### src/rtl/t00_ssdisp_pkg.sv
// t00_ssdisp_pkg: shared scan-state encoding and blank segment constant
package t00_ssdisp_pkg;
  typedef enum logic [1:0] {IDLE = 2'd0, GUARD = 2'd1, SHOW = 2'd2} state_t;
  localparam logic [7:0] SEG_OFF = 8'h00;
endpackage

### src/rtl/t00_ssdec.sv
// t00_ssdec: hex nibble to seven-segment glyph (bit 0 = a .. bit 6 = g), zero when disabled
module t00_ssdec (
  input  logic       enable,
  input  logic [3:0] hex,
  output logic [6:0] seg
);
  logic [6:0] glyph;
  always_comb begin
    case (hex)
      4'h0: glyph = 7'h3F;
      4'h1: glyph = 7'h06;
      4'h2: glyph = 7'h5B;
      4'h3: glyph = 7'h4F;
      4'h4: glyph = 7'h66;
      4'h5: glyph = 7'h6D;
      4'h6: glyph = 7'h7D;
      4'h7: glyph = 7'h07;
      4'h8: glyph = 7'h7F;
      4'h9: glyph = 7'h6F;
      4'hA: glyph = 7'h77;
      4'hB: glyph = 7'h7C;
      4'hC: glyph = 7'h39;
      4'hD: glyph = 7'h5E;
      4'hE: glyph = 7'h79;
      default: glyph = 7'h71;
    endcase
  end
  assign seg = enable ? glyph : 7'h00;
endmodule

### src/rtl/t00_ssdisp_tick.sv
// t00_ssdisp_tick: slot prescaler, counts 0..PRESCALE-1 while running and strobes guard/slot end
module t00_ssdisp_tick #(
  parameter int PRESCALE = 1000,
  parameter int GUARD    = 16
) (
  input  logic                        clk,
  input  logic                        nRst,
  input  logic                        run_i,
  output logic [$clog2(PRESCALE)-1:0] cnt_o,
  output logic                        guard_end_o,
  output logic                        slot_end_o
);
  localparam int CW = $clog2(PRESCALE);
  localparam logic [CW-1:0] LAST = CW'(PRESCALE - 1);
  localparam logic [CW-1:0] GEND = CW'(GUARD > 0 ? GUARD - 1 : 0);
  logic [CW-1:0] cnt_q, cnt_d;
  assign slot_end_o  = cnt_q == LAST;
  assign guard_end_o = GUARD > 0 && cnt_q == GEND;
  assign cnt_d       = !run_i || slot_end_o ? '0 : cnt_q + 1'b1;
  assign cnt_o       = cnt_q;
  always_ff @(posedge clk)
    if (!nRst) cnt_q <= '0;
    else cnt_q <= cnt_d;
endmodule

### src/rtl/t00_ssdisp_scan.sv
// t00_ssdisp_scan: multiplexed 7-seg scan with frame-aligned shadow load; T00_SSDISP_LZB_EN enables leading-zero blanking
module t00_ssdisp_scan
  import t00_ssdisp_pkg::*;
#(
  parameter int NDIG     = 4,
  parameter int PRESCALE = 1000,
  parameter int GUARD    = 16
) (
  input  logic              clk,
  input  logic              nRst,
  input  logic              enable,
  input  logic              load_valid,
  output logic              load_ready,
  input  logic [4*NDIG-1:0] load_data,
  input  logic [NDIG-1:0]   dp_mask,
  output logic [7:0]        seg,
  output logic [NDIG-1:0]   an,
  output logic              frame_done
);
  localparam int CW = $clog2(PRESCALE);
  localparam int DW = NDIG > 1 ? $clog2(NDIG) : 1;
  localparam logic [DW-1:0] DLAST = DW'(NDIG - 1);
  localparam logic [CW-1:0] CPEN = CW'(PRESCALE - 2);
  localparam state_t S_GUARD = t00_ssdisp_pkg::GUARD;
  localparam state_t S_ENTRY = GUARD > 0 ? S_GUARD : SHOW;
  state_t            state_q, state_d;
  logic [DW-1:0]     digit_q, digit_d;
  logic [4*NDIG-1:0] disp_q, disp_d, shadow_q, shadow_d;
  logic              pending_q, pending_d;
  logic              run, guard_end, slot_end, adv, wrap, accept, commit, blank, fd_d;
  logic [CW-1:0]     cnt;
  logic [3:0]        nib;
  logic [6:0]        dec;
  logic [7:0]        seg_d;
  logic [NDIG-1:0]   an_d;
  assign run = enable && state_q != IDLE;
  t00_ssdisp_tick #(.PRESCALE(PRESCALE), .GUARD(GUARD)) u_tick (
    .clk        (clk),
    .nRst       (nRst),
    .run_i      (run),
    .cnt_o      (cnt),
    .guard_end_o(guard_end),
    .slot_end_o (slot_end)
  );
  always_comb begin
    state_d   = !enable ? IDLE :
                state_q == IDLE ? S_ENTRY :
                state_q == S_GUARD && guard_end ? SHOW :
                state_q == SHOW && slot_end ? S_ENTRY : state_q;
    adv       = run && state_q == SHOW && slot_end;
    wrap      = adv && digit_q == DLAST;
    digit_d   = state_d == IDLE ? '0 : adv ? (wrap ? '0 : digit_q + 1'b1) : digit_q;
    accept    = load_valid && !pending_q;
    commit    = pending_q && (wrap || state_q == IDLE);
    shadow_d  = accept ? load_data : shadow_q;
    pending_d = accept || (pending_q && !commit);
    disp_d    = commit ? shadow_q : disp_q;
    fd_d      = run && digit_q == DLAST && cnt == CPEN;
  end
  // Outputs are built from next-state values so they move on the same edge as state and digit.
  assign nib = disp_d[{digit_d, 2'b00} +: 4];
`ifdef T00_SSDISP_LZB_EN
  assign blank = digit_d != '0 && (disp_d >> {digit_d, 2'b00}) == '0;
`else
  assign blank = 1'b0;
`endif
  t00_ssdec u_dec (
    .enable(1'b1),
    .hex   (nib),
    .seg   (dec)
  );
  always_comb begin
    seg_d = state_d == SHOW ? {dp_mask[digit_d], blank ? 7'd0 : dec} : SEG_OFF;
    an_d  = state_d == SHOW ? NDIG'(1) << digit_d : '0;
  end
  assign load_ready = !pending_q;
  always_ff @(posedge clk)
    if (!nRst) begin
      state_q    <= IDLE;
      digit_q    <= '0;
      disp_q     <= '0;
      shadow_q   <= '0;
      pending_q  <= 1'b0;
      seg        <= SEG_OFF;
      an         <= '0;
      frame_done <= 1'b0;
    end else begin
      state_q    <= state_d;
      digit_q    <= digit_d;
      disp_q     <= disp_d;
      shadow_q   <= shadow_d;
      pending_q  <= pending_d;
      seg        <= seg_d;
      an         <= an_d;
      frame_done <= fd_d;
    end
endmodule

### config.mk
export PLATFORM = sky130hd
export DESIGN_NAME = t00_ssdisp_scan
export DESIGN_NICKNAME = d
export VERILOG_FILES = /design/src/rtl/t00_ssdisp_pkg.sv /design/src/rtl/t00_ssdec.sv /design/src/rtl/t00_ssdisp_tick.sv /design/src/rtl/t00_ssdisp_scan.sv
export SDC_FILE = /design/constraint.sdc
export NUM_CORES = 1
export LEC_CHECK = 0
export BUFFER_PORTS_ARGS = -buffer_cell sky130_fd_sc_hd__buf_2
export CORE_UTILIZATION = 25
export CTS_CLUSTER_SIZE = 25
export DETAILED_ROUTE_END_ITERATION = 8
export GPL_TIMING_DRIVEN = 0
export PLACE_DENSITY = 0.51
export SYNTH_ARGS = -nofsm -noshare
export SYNTH_HDL_FRONTEND = slang
export SYNTH_SLANG_ARGS = --single-unit
### constraint.sdc
create_clock -name clk -period 4.1 [get_ports clk]
set_clock_uncertainty 0.1 [all_clocks]
set_input_delay 0.41 -clock clk [delete_from_list [all_inputs] [get_ports clk]]
set_output_delay 0.41 -clock clk [all_outputs]
set_load 0.01 [all_outputs]
==> results.py <==
metrics = {
    "power_and_ir_drop": {
        "powerDensity_nw_per_um2": 424.0,
        "internal-power_mw": 1.188,
        "vdd_drop_max_mv": 0.1867,
        "leakagePower_nw": 1.412,
        "pwr-share-clk": 0.530,
        "power.switching_uw": 328.5,
        "switching_share": 0.2167,
        "seqPwrFrac": 0.405,
        "p_comb_frac": 0.066,
    },
    "synthesis": {
        "synth.most_common_cell": "nand2_1",
        "synth_cell_types": 48,
        "seq_area_frac_synth": 0.4212,
        "synth_seq_cells": 60,
        "synthArstFlopShare": 0,
        "synth_flop_cell": "dfxtp_1",
        "syn_nets": 337,
        "synth_edf_count": 0,
        "synth_top_area_cell": "dfxtp_1",
        "syn_area_per_cell_um2": 9.411,
        "synthCells": 303,
        "ys_warn_count": 0,
        "synthTopCellsByCount": "nand2_1, dfxtp_1, a21boi_0, nor2_1, clkbuf_1",
        "yosys-top-cells-area": "dfxtp_1, nand2_1, a21boi_0",
        "netlist_area_um2": 2851,
        "synth_top_cell_area_share": 0.4212,
    },
    "setup_path": {
        "end_kind": "register",
        "r2r-end": "seg[6]",
        "reg2reg_depth": 12,
        "worstPathRequired_ns": 4.23,
        "reg2reg_from": "u_tick.cnt_o[0]",
        "critPathKind": "register to register",
        "crit_path_max_fanout": 7,
        "r2r_slack_ns": 0.38,
        "critPathLaunchType": "register",
        "critical_path_arrival_ns": 3.85,
    },
    "clocking": {
        "cts_made_buffers": 9,
        "clockBufferDepth": 2,
        "cts_tree": "done",
        "clock_tree.root_cell": "clkbuf_16",
        "clock_latency_ns": 0.33,
        "htree_levels": 3,
        "ctsHoldBuffers": 0,
        "cts.sinks": 60,
        "path_clk_slew_ns": 0.05,
    },
    "min_path": {
        "hold_end": "shadow_q[0]",
        "hp-class": "input pin to register",
        "hp-start": "load_data[0]",
        "hold_depth": 3,
    },
    "sta": {
        "finalSetupViolCount": 0,
        "finalHoldViolations": 0,
        "slew_headroom": 0.6506,
        "drv_slew": 0,
        "fin_setup_tns_ns": 0,
        "rsz0062_at_grt": "false",
        "period_needed_ns": 3.722,
        "whs_ns": 0.2342,
        "maxClockFrequency_mhz": 268.6,
        "period_share": 0.9079,
        "tightest_slew_ns": 0.5132,
    },
    "place": {
        "io_buffers": 36,
        "dp_hpwl_mm": 4.749,
        "gp_congestion": 0.7502,
        "place_area_um2": 3207,
    },
    "detailed_routing": {
        "drtPass1Iterations": 4,
        "drtAntennaViolNets": 0,
        "wl_mm": 6.352,
        "routed_via_density": 4.452,
        "dr_total_vias": 2208,
        "drc": 0,
        "first_iter_violations": 49,
        "wl_per_cell_um": 12.81,
    },
    "global_routing": {
        "grt_pass1_vias": 2208,
        "grt_usage": 0.1216,
        "antenna_found_initial": 0,
        "grt_remaining_overflow": 0,
        "grt_pass1_wl_mm": 10.87,
        "grt_max_degree": 11,
    },
    "floorplan": {
        "row_count": 38,
        "dieHeight_um": 108.8,
        "dieArea_um2": 11840,
        "start_util": 0.2596,
        "core_area_um2": 10980,
        "die_x_um": 108.8,
        "ios": 38,
    },
    "layout": {
        "diodes": 0,
        "final_cell_area_um2": 3576,
        "multi_input_area_um2": 1589,
        "regArea_um2": 1201,
        "drive_above_1_share": 0.2022,
        "syn_to_final_growth_pct": 25.41,
        "nets": 385,
        "fillerInstances": 1159,
    },
    "status": {
        "status": "finished, final reports clean",
    },
    "flow_run": {
        "drv_cap": 0,
    },
}
## routing by layer
layer / track usage / share of wire / wire length [um]
met1: 0.1607 / 0.52 / 3283
met3: 0.04483 / 0.054 / 344
met4: 0.03958 / 0.013 / 85
met2: 0.1822 / 0.42 / 2638
met5: 0 / 0 / 0
## flip-flops by register name, summed over array words and instances, names as in the netlist
name	flops
u_tick.cnt_o	10
pending_q	1
shadow_q	16
seg	8
state_q	2
digit_q	2
disp_q	16
an	4
frame_done	1
## cell type report
cell class	instances	share of cell area
well taps	140	0.04899
plain buffers	13	0.01435
clock inverters	5	0.02099
flip-flops and latches	60	0.3359
repair buffers	38	0.05808
inverters	9	0.009447
multi-input cells	220	0.4444
clock buffers	11	0.06788
## what timing repair did
action,4_1_cts,5_1_grt
endpoints found under the setup margin,6,6
pin swaps,1,0
gates resized for setup,2,3
gates cloned,0,0
setup buffers,2,0
## cells by family after synthesis
group | count (synthesis) | synth area share
XOR/XNOR | 8 | 0.02457
adder cells (fa/ha/maj) | 10 | 0.04388
flip-flops | 60 | 0.4212
multiplexers | 19 | 0.1163
buffers and inverters | 23 | 0.03115
AND/OR/NAND/NOR | 128 | 0.2155
AO/OA/AOI/OAI | 55 | 0.1474
## worst max path at each step
stage	end	start	depth (start not counted)
2_1_floorplan	seg[6]	u_tick.cnt_o[0]	12
3_3_place_gp	seg[6]	u_tick.cnt_o[0]	12
3_5_place_dp	seg[6]	u_tick.cnt_o[0]	12
4_1_cts	seg[6]	u_tick.cnt_o[0]	13
5_1_grt	seg[6]	u_tick.cnt_o[0]	12
6_report	seg[6]	u_tick.cnt_o[0]	12
## power groups by stage
stage,Sequential (mW),Clock [mW],Combinational (mW)
after floorplan,0.621,0,0.0654
after global placement,0.625,0,0.0977
after detailed placement,0.625,0,0.0990
after CTS,0.613,0.824,0.100
after global routing,0.615,0.855,0.114
final,0.613,0.803,0.0994
## stage by stage
stage            util  setup slack (ns)  cells  power, mW
2_1_floorplan       -            0.4813    303     0.6867
5_1_grt        0.3256           0.04395    496      1.584
3_3_place_gp   0.2920           -0.1153    479     0.7225
3_5_place_dp   0.2920           -0.2150    479     0.7244
4_1_cts        0.3241           0.04045    497      1.538
6_report       0.3256            0.3775    496      1.516
## critical path, cell delays in order, from the launching register on
cell and delay, ns:
dfxtp_1 0.37, ha_2 0.27, nand3b_1 0.14, or4b_2 0.69, a21oi_4 0.19, buf_12 0.15
mux4_1 0.61, mux2i_4 0.26, inv_1 0.14, ha_1 0.25, inv_1 0.09, mux2i_1 0.08
a221oi_1 0.27
## cells in the final DEF (no fill, tap or decap), types with 3 or more instances in the layout
cell type	Yosys	final
nor3_1	4	4
nor2b_1	3	3
and2_1	4	4
clkinv_2	0	3
ha_1	10	9
and3_1	5	5
nand3_1	7	7
mux2i_1	8	6
mux4_1	5	5
a211oi_1	3	3
clkbuf_1	12	12
inv_1	9	9
dfxtp_1	60	60
a221oi_1	4	4
nand2_1	69	69
nor2_1	22	22
buf_2	1	37
clkbuf_16	0	9
xnor2_1	6	6
mux2i_4	2	4
a21oi_1	3	3
a21boi_0	31	31
Power figures use the tool's default switching activity.
